<file path="src/rtl/display_arbiter_if.sv">
// display_arbiter_if: source, display-driver and status signals around the display arbiter.
// lamp_test exists only when DISP_LAMP_TEST_EN is defined.
interface display_arbiter_if #(
  parameter int unsigned BUNDLE_W = 101
);
  logic                frame_done;
  logic                req0;
  logic [BUNDLE_W-1:0] bundle0;
  logic                valid0;
  logic                req1;
  logic [BUNDLE_W-1:0] bundle1;
  logic                valid1;
  logic [2:0]          dim_level;
`ifdef DISP_LAMP_TEST_EN
  logic                lamp_test;
`endif
  logic                gnt0;
  logic                gnt1;
  logic [BUNDLE_W-1:0] disp_bundle;
  logic                disp_valid;
  logic                blank;
  logic                frame_timeout;

  modport master (
`ifdef DISP_LAMP_TEST_EN
    output lamp_test,
`endif
    output frame_done, req0, bundle0, valid0, req1, bundle1, valid1, dim_level,
    input  gnt0, gnt1, disp_bundle, disp_valid, blank, frame_timeout
  );

  modport slave (
`ifdef DISP_LAMP_TEST_EN
    input  lamp_test,
`endif
    input  frame_done, req0, bundle0, valid0, req1, bundle1, valid1, dim_level,
    output gnt0, gnt1, disp_bundle, disp_valid, blank, frame_timeout
  );
endinterface

</file>
<file path="src/rtl/display_arbiter.sv">
// display_arbiter: frame-boundary arbiter, coherent snapshot latch, frame-blanking dimmer and driver watchdog.
// Optional DISP_LAMP_TEST_EN adds lamp_test, forcing an all-ones, unblanked, valid frame.
module display_arbiter #(
  parameter int unsigned BUNDLE_W    = 101,
  parameter int unsigned HOLD_FRAMES = 4,
  parameter int unsigned TIMEOUT_CYC = 2**20
) (
  input logic              clk,
  input logic              rst,
  display_arbiter_if.slave bus
);
  localparam int unsigned HOLD_W = (HOLD_FRAMES > 1) ? $clog2(HOLD_FRAMES) : 1;
  localparam int unsigned CNT_W  = $clog2(TIMEOUT_CYC + 1);

  typedef enum logic [1:0] {NONE = 2'd0, OWN0 = 2'd1, OWN1 = 2'd2} own_e;

  own_e                state_q, state_d;
  logic [HOLD_W-1:0]   hold_q, hold_d;
  logic [2:0]          frame_idx_q, frame_idx_d;
  logic [CNT_W-1:0]    cyc_q;
  logic                gnt0_q, gnt1_q, disp_valid_q, blank_q, timeout_q;
  logic [BUNDLE_W-1:0] disp_bundle_q;
  logic                snap_valid, blank_d;
  logic [BUNDLE_W-1:0] snap_bundle;

  // Ownership state register; everything advances only on frame_done.
  always_ff @(posedge clk) begin
    if (rst) begin
      state_q     <= NONE;
      hold_q      <= '0;
      frame_idx_q <= '0;
    end else if (bus.frame_done) begin
      state_q     <= state_d;
      hold_q      <= hold_d;
      frame_idx_q <= frame_idx_d;
    end
  end

  // Next owner: src1 keeps the display through its hold window, then priority src1 > src0.
  always_comb begin
    state_d     = state_q;
    hold_d      = hold_q;
    frame_idx_d = frame_idx_q + 3'd1;
    if (state_q == OWN1 && hold_q != '0) begin
      hold_d = hold_q - HOLD_W'(1);
    end else if (bus.req1) begin
      state_d = OWN1;
      if (state_q != OWN1) hold_d = HOLD_W'(HOLD_FRAMES - 1);
    end else if (bus.req0) begin
      state_d = OWN0;
    end else begin
      state_d = NONE;
    end
  end

  // Snapshot source follows the new owner; lamp test overrides owner and dimming.
  always_comb begin
    snap_valid  = 1'b0;
    snap_bundle = bus.bundle0;
    blank_d     = frame_idx_d < bus.dim_level;
    case (state_d)
      OWN0:    snap_valid = bus.valid0;
      OWN1: begin
        snap_valid  = bus.valid1;
        snap_bundle = bus.bundle1;
      end
      default: snap_valid = 1'b0;
    endcase
`ifdef DISP_LAMP_TEST_EN
    if (bus.lamp_test) begin
      snap_valid  = 1'b1;
      snap_bundle = '1;
      blank_d     = 1'b0;
    end
`endif
  end

  // Registered outputs and the saturating stall watchdog.
  always_ff @(posedge clk) begin
    if (rst) begin
      gnt0_q        <= 1'b0;
      gnt1_q        <= 1'b0;
      disp_valid_q  <= 1'b0;
      disp_bundle_q <= '0;
      blank_q       <= 1'b0;
      timeout_q     <= 1'b0;
      cyc_q         <= '0;
    end else if (bus.frame_done) begin
      gnt0_q       <= (state_d == OWN0);
      gnt1_q       <= (state_d == OWN1);
      disp_valid_q <= snap_valid;
      if (snap_valid) disp_bundle_q <= snap_bundle;
      blank_q      <= blank_d;
      cyc_q        <= '0;
    end else if (cyc_q != CNT_W'(TIMEOUT_CYC)) begin
      cyc_q <= cyc_q + CNT_W'(1);
      if (cyc_q == CNT_W'(TIMEOUT_CYC - 1)) timeout_q <= 1'b1;
    end
  end

  assign bus.gnt0          = gnt0_q;
  assign bus.gnt1          = gnt1_q;
  assign bus.disp_bundle   = disp_bundle_q;
  assign bus.disp_valid    = disp_valid_q;
  assign bus.blank         = blank_q;
  assign bus.frame_timeout = timeout_q;
endmodule

</file>
<file path="src/flat_wrapper.sv">
// flat-port wrapper written by rule: the top's interface ports become plain ports
module display_arbiter_flat 
#(
  parameter int unsigned BUNDLE_W    = 101,
  parameter int unsigned HOLD_FRAMES = 4,
  parameter int unsigned TIMEOUT_CYC = 2**20
)
  (clk, rst, bus_frame_done, bus_req0, bus_bundle0, bus_valid0, bus_req1, bus_bundle1, bus_valid1, bus_dim_level, bus_gnt0, bus_gnt1, bus_disp_bundle, bus_disp_valid, bus_blank, bus_frame_timeout);
  display_arbiter_if #(.BUNDLE_W(BUNDLE_W)) bus_i ();
  input logic clk;
  input logic rst;
  input wire logic [$bits(bus_i.frame_done)-1:0] bus_frame_done;
  input wire logic [$bits(bus_i.req0)-1:0] bus_req0;
  input wire logic [$bits(bus_i.bundle0)-1:0] bus_bundle0;
  input wire logic [$bits(bus_i.valid0)-1:0] bus_valid0;
  input wire logic [$bits(bus_i.req1)-1:0] bus_req1;
  input wire logic [$bits(bus_i.bundle1)-1:0] bus_bundle1;
  input wire logic [$bits(bus_i.valid1)-1:0] bus_valid1;
  input wire logic [$bits(bus_i.dim_level)-1:0] bus_dim_level;
  output wire logic [$bits(bus_i.gnt0)-1:0] bus_gnt0;
  output wire logic [$bits(bus_i.gnt1)-1:0] bus_gnt1;
  output wire logic [$bits(bus_i.disp_bundle)-1:0] bus_disp_bundle;
  output wire logic [$bits(bus_i.disp_valid)-1:0] bus_disp_valid;
  output wire logic [$bits(bus_i.blank)-1:0] bus_blank;
  output wire logic [$bits(bus_i.frame_timeout)-1:0] bus_frame_timeout;
  assign bus_i.frame_done = bus_frame_done;
  assign bus_i.req0 = bus_req0;
  assign bus_i.bundle0 = bus_bundle0;
  assign bus_i.valid0 = bus_valid0;
  assign bus_i.req1 = bus_req1;
  assign bus_i.bundle1 = bus_bundle1;
  assign bus_i.valid1 = bus_valid1;
  assign bus_i.dim_level = bus_dim_level;
  assign bus_gnt0 = bus_i.gnt0;
  assign bus_gnt1 = bus_i.gnt1;
  assign bus_disp_bundle = bus_i.disp_bundle;
  assign bus_disp_valid = bus_i.disp_valid;
  assign bus_blank = bus_i.blank;
  assign bus_frame_timeout = bus_i.frame_timeout;
  display_arbiter #(.BUNDLE_W(BUNDLE_W), .HOLD_FRAMES(HOLD_FRAMES), .TIMEOUT_CYC(TIMEOUT_CYC)) u_core (.clk(clk), .rst(rst), .bus(bus_i));
endmodule
</file>
<file path="config.mk">
export PLATFORM = sky130hd
export DESIGN_NAME = display_arbiter_flat
export DESIGN_NICKNAME = d
export VERILOG_FILES = /design/src/rtl/display_arbiter_if.sv /design/src/rtl/display_arbiter.sv /design/src/flat_wrapper.sv
export SDC_FILE = /design/constraint.sdc
export NUM_CORES = 1
export LEC_CHECK = 0
export CAP_MARGIN = 20
export CORE_AREA = 2 2 122 124
export DETAILED_ROUTE_END_ITERATION = 10
export DIE_AREA = 0 0 124 126
export GPL_ROUTABILITY_DRIVEN = 1
export GPL_TIMING_DRIVEN = 0
export HOLD_SLACK_MARGIN = 0.02
export PLACE_DENSITY = 0.85
export SYNTH_ARGS = -nofsm -noshare
export SYNTH_HDL_FRONTEND = slang
export SYNTH_SLANG_ARGS = --single-unit
</file>
<file path="constraint.sdc">
create_clock -name clk -period 5.9 [get_ports clk]
set_input_delay 1.475 -clock clk [delete_from_list [all_inputs] [get_ports clk]]
set_output_delay 1.475 -clock clk [all_outputs]
set_load 0.02 [all_outputs]
</file>
# == Word level (Yosys, flattened, before mapping) ==
# Cells that the tools add are included.
# classes
eq_ne,6
mux,8
n_reduce_logical,8
n_addsub,3
n_lt_le_gt_ge,1
bitwise_logic,1
# ops
op,n
two-way mux 101 bit,1
adder 21 x 1 -> 21 bit (second input constant),1
== test 21 x 20 -> 1 bit (second input constant),1
!= test 21 bit (second input constant),1
two-way mux 2 bit,5
AND reduction 3 bit,2
nonzero test 2 bit,3
== test 2 bit (second input constant),2
adder 3 x 1 -> 3 bit (second input constant),1
less-than comparator 3 bit,1
== test 2 x 1 -> 1 bit (second input constant),1
!= test 2 bit (second input constant),1
one-hot mux 1 bit (2 select lines),1
AND reduction 2 bit,1
OR reduction 2 bit,1
subtractor 2 x 1 -> 2 bit (second input constant),1
logical AND 1 bit,1
two-way mux 1 bit,1
inverter 1 bit,1
# totals
regBits,134

# == Logic depth before layout (Yosys ltp) ==
# depth
depth_word,6
depth_mapped,13
ltp_nobuf,11

# == Least setup slack after synthesis ==
# OpenSTA, ideal clock, no wires.
# synth_timing
path_type,input port to flip-flop
from,in bus_req1
to,"reg u_core.disp_bundle_q[0], in the netlist u_core.bus.disp_bundle[0]"
n_path_buf,2
path_slack_ns,2.776
path_stages,7
required_time_ns,5.763
arrival_time_ns,2.987
path_cell_list,nor2_1 > nand2_1 > ha_1 > nor3_2 > clkbuf_1 > clkbuf_1 > a211oi_1
# synth_via
elab_chain_cells,5
word_cells_on_any_way,7
# synth_lines
element,line_no,rtl
start: declaration,flat_wrapper.sv:16,input wire logic [$bits(bus_i.req1)-1:0] bus_req1;
two-way mux 2 bit *,display_arbiter.sv:46,end else if (bus.req1) begin
two-way mux 2 bit *,display_arbiter.sv:44,if (state_q == OWN1 && hold_q != '0) begin
== test 2 bit or == test 2 x 1 -> 1 bit (tied branches),display_arbiter.sv:61,case (state_d)
one-hot mux 1 bit (2 select lines),display_arbiter.sv:61,
AND reduction 2 bit (no line),-,
end signal: assignment,display_arbiter.sv:92,if (snap_valid) disp_bundle_q <= snap_bundle;
end: declaration,display_arbiter.sv:22,logic [BUNDLE_W-1:0] disp_bundle_q;
# Mark *: on every way between the ends. The rest lies on a longest branch, timed or not.
# A chain may end at the register's enable or synchronous reset.

# == Final worst setup path ==
# layout_timing
from,in bus_req1
to,"reg u_core.disp_bundle_q[4], in the netlist u_core.bus.disp_bundle[4]"
# The elaborated chain is that of the path after synthesis.

==> key figures <==
Run status
  – Status: finished, final reports clean

STA
  – Time the worst path needs with I/O delays and setup: 3.69 ns
  – Final Max Tran Viols: 0
  – Final Hold Fails: 0
  – Worst Clk Skew: 0.00810 ns
  – Fin crit share: 62.5%
  – Worst Hold Slack: 0.461 ns
  – Highest clock rate: 0.271 GHz
  – Slew @ Worst Pin: 0.768 ns
  – Setup TNS: 0 ns
  – Endpoints failing setup: 0
  – Normalized max-slew margin: 48.8%
  – RSZ-0062 raised after global routing: false

Floorplan
  – DIE AREA: 15600 um^2
  – Die Y: 126 um
  – Core Area: 14300 um^2
  – Chip Width: 124 um
  – Initial core utilization: 42.1%
  – Top Ports: 318
  – Rows: 44

Layout
  – Area grow syn2layout: 64.9%
  – Fillers: 1165
  – Antenna Cells: 0
  – Most frequent cells in the layout: clkdlybuf4s50_1, dfxtp_1, nor2_1
  – Share of layout cells above drive strength 1: 5.16%
  – Fin nets: 1197
  – Commonest non-fill, non-tap cell in the layout: clkdlybuf4s50_1
  – Non-filler cells in the finished layout: 1172

Synthesis
  – Yosys warns: 0
  – Register area share after synthesis: 44.5%
  – Syn Nets: 863
  – Distinct cells, synth: 44
  – Avg Cell Area, Syn: 9.37 um^2
  – Gate Count Post-Synth: 643
  – Number of synthesized register bits: 134
  – Mapped Area: 6030 um^2

Worst setup path
  – Critical-path cell list: clkdlybuf4s50_1, nor2_1, nand2_1, ha_1, nor3_2, clkbuf_1, clkbuf_1, a211oi_1
  – Setup slack, reg-to-reg: 2.82 ns
  – Worst path top cell family by delay: buffers and inverters
  – Stages on the worst setup path: 8
  – Max stage delay on crit path: 0.46 ns
  – Worst Path Required: 6.17 ns
  – Worst setup EP type: flop
  – R2r worst-path depth: 12
  – CP most frequent cell: clkbuf_1
  – Worst path slowest cell: clkbuf_1
  – Setup CP Type: input pin to flop
  – Worst Path Arrival: 3.95 ns
  – Crit start category: input pin
  – Max FO, Critical Path: 10
  – WP buf/inv: 3

Clocking
  – TritonCTS Buffers: 17
  – Clk slew on worst S/H paths: 0.05 ns
  – Post-CTS sizing: 0
  – Clk sink count: 134
  – CTS H-tree lvls: 4
  – CTS Root Buffer Type: clkbuf_16
  – CTS Hold Bufs: 0
  – Skew-Pair Late Insertion Delay: 0.41 ns
  – Clk buf depth: 2
  – TritonCTS clock tree: done
  – Post-CTS setup buffers: 0

Global route
  – Vias in the first global route: 5830
  – Initial antenna violation count: 0
  – GRT Util Overall: 24.7%
  – Grt ovf: 0
  – Largest net degree at the start of global routing: 17
  – Global-route wire length before repair: 29800 um

Power and ir drop
  – Comb pwr share: 20.6%
  – Flop pwr share: 40.0%
  – Sw Share: 25.0%
  – Switch Pwr: 607 uW
  – Pleak: 0.00366 uW
  – Clock power share: 39.4%
  – VDD IR max: 0.000199 V
  – Int Power: 1820 uW
  – PD cells: 244 nW/um^2

Placement
  – Routability congestion estimate from global placement: 0.849
  – PortBufs: 315
  – DP HPWL: 15100 um
  – Dpl cells: 1142

Detailed routing
  – Vias: 5976
  – Antenna Violating Nets Remaining: 0
  – Vias per inst: 5.10
  – Initial DRC Count: 283
  – Drt first pass iters: 6
  – Post-DR wirelength/cell: 16.5 um
  – DRC Markers: 0
  – Detailed Route WL: 19300 um

Min path
  – Hold Path Class: flop to flop
  – Hold depth: 2

Flow run
  – Max cap viols: 0
[final cells by class]
| type | count | area (um^2) | share of cell area [%] |
|---|---|---|---|
| multi-input combinational | 442 | 3070 | 30.9 |
| inverter | 13 | 48.8 | 0.491 |
| buffer | 54 | 228 | 2.29 |
| clock inverter | 5 | 50.0 | 0.504 |
| tap | 184 | 230 | 2.32 |
| clock buffer | 25 | 475 | 4.79 |
| sequential | 134 | 2680 | 27.0 |
| timing repair buffer | 315 | 3150 | 31.7 |
[Yosys cell counts]
| master | number | share of area [%] |
|---|---|---|
| and3_1 | 2 | 0.21 |
| xnor2_1 | 8 | 1.2 |
| or3_2 | 1 | 0.12 |
| o311ai_0 | 1 | 0.15 |
| buf_1 | 1 | 0.062 |
| clkbuf_1 | 35 | 2.2 |
| nand3_1 | 11 | 0.91 |
| dfxtp_1 | 134 | 45 |
| buf_2 | 16 | 1.3 |
| and3_2 | 1 | 0.12 |
| a22oi_1 | 1 | 0.12 |
| nor4_1 | 6 | 0.62 |
| a21boi_0 | 1 | 0.12 |
| o21ai_0 | 7 | 0.58 |
| a21o_1 | 1 | 0.12 |
| a311oi_1 | 2 | 0.29 |
| mux2i_1 | 106 | 18 |
| or3_4 | 1 | 0.19 |
| a2111o_1 | 1 | 0.19 |
| nand3b_1 | 1 | 0.12 |
| o21ai_2 | 1 | 0.15 |
| nand2b_1 | 1 | 0.10 |
| ha_1 | 8 | 1.7 |
| or3_1 | 5 | 0.52 |
| a211o_1 | 1 | 0.15 |
| nor4b_1 | 2 | 0.29 |
| nand2_1 | 14 | 0.87 |
| xor2_1 | 6 | 0.87 |
| nor3_1 | 2 | 0.17 |
| nand4_4 | 1 | 0.35 |
| nor2_1 | 122 | 7.6 |
| or4b_4 | 1 | 0.23 |
| inv_1 | 13 | 0.81 |
| and4_2 | 1 | 0.17 |
| nor3b_1 | 1 | 0.12 |
| clkbuf_2 | 1 | 0.083 |
| nand4_1 | 5 | 0.52 |
| buf_4 | 1 | 0.12 |
| a21oi_1 | 12 | 1.0 |
| and4_1 | 1 | 0.15 |
| nor3_2 | 1 | 0.17 |
| and2_1 | 1 | 0.10 |
| a211oi_1 | 104 | 13 |
| or2_2 | 1 | 0.10 |
[worst paths after layout]
path,to,from
max,u_core.bus.disp_bundle[4]$_SDFFE_PP0P_,bus_req1
min,u_core.bus.blank$_SDFFE_PP0P_,u_core.bus.blank$_SDFFE_PP0P_
max reg2reg,u_core.bus.disp_bundle[4]$_SDFFE_PP0P_,u_core.hold_q[0]$_SDFFE_PP0P_
min reg2reg,u_core.bus.blank$_SDFFE_PP0P_,u_core.bus.blank$_SDFFE_PP0P_
[power by group through the flow]
stage          sequential (uW)  combinational, uW  clock (uW)
4_1_cts                    971                503         968
6_report                   971                499         955
3_5_place_dp               990                500           0
2_1_floorplan             1030                185           0
3_3_place_gp               988                494           0
5_1_grt                    975                539        1010
[flip-flops by register name, summed over array words and instances (netlist names)]
name,cells
u_core.bus.disp_bundle,101
u_core.bus.frame_timeout,1
u_core.hold_q,2
u_core.bus.gnt1,1
u_core.state_q,2
u_core.cyc_q,21
u_core.bus.disp_valid,1
u_core.bus.gnt0,1
u_core.frame_idx_q,3
u_core.bus.blank,1
[metal layers]
metal	wire (um)	GRT usage, %	vias to the layer above
met5	0	0	-
met3	1440	6.57	44
met4	643	10.1	0
met1	7300	28.6	2716
met2	9930	42.6	233
li1	-	-	2983
[logic make-up (layout without fill, tap and decap cells)]
group	after synthesis	count (layout)	synth area share (%)
AND/OR/NAND/NOR	182	182	13.8
flip-flops	134	134	44.5
AO/OA/AOI/OAI	132	132	15.8
multiplexers	106	106	17.6
buffers and inverters	67	412	4.59
XOR/XNOR	14	14	2.03
adder cells (fa/ha/maj)	8	8	1.66
[worst reg2reg max path, stage by stage (launching register included)]
cell and delay (ns):
dfxtp_1 0.35, inv_1 0.05, ha_1 0.18, nor3b_1 0.37
nor2_1 0.18, nand2_1 0.13, ha_1 0.14, buf_2 0.13
a22oi_1 0.10, nor3_2 0.23, clkbuf_1 0.46, clkbuf_1 0.45
a211oi_1 0.15
[metrics by stage]
stage / instance area (um^2) / setup slack (ns) / total power [uW] / utilization [%]
floorplan: 6030 / 2.78 / 1220 / -
global placement: 9410 / 1.83 / 1480 / 65.7
detailed placement: 9410 / 1.77 / 1490 / 65.7
CTS: 9930 / 2.17 / 2440 / 69.4
global route: 9930 / 2.03 / 2520 / 69.4
finish: 9930 / 2.21 / 2430 / 69.4
Power figures use the tool's default switching activity.
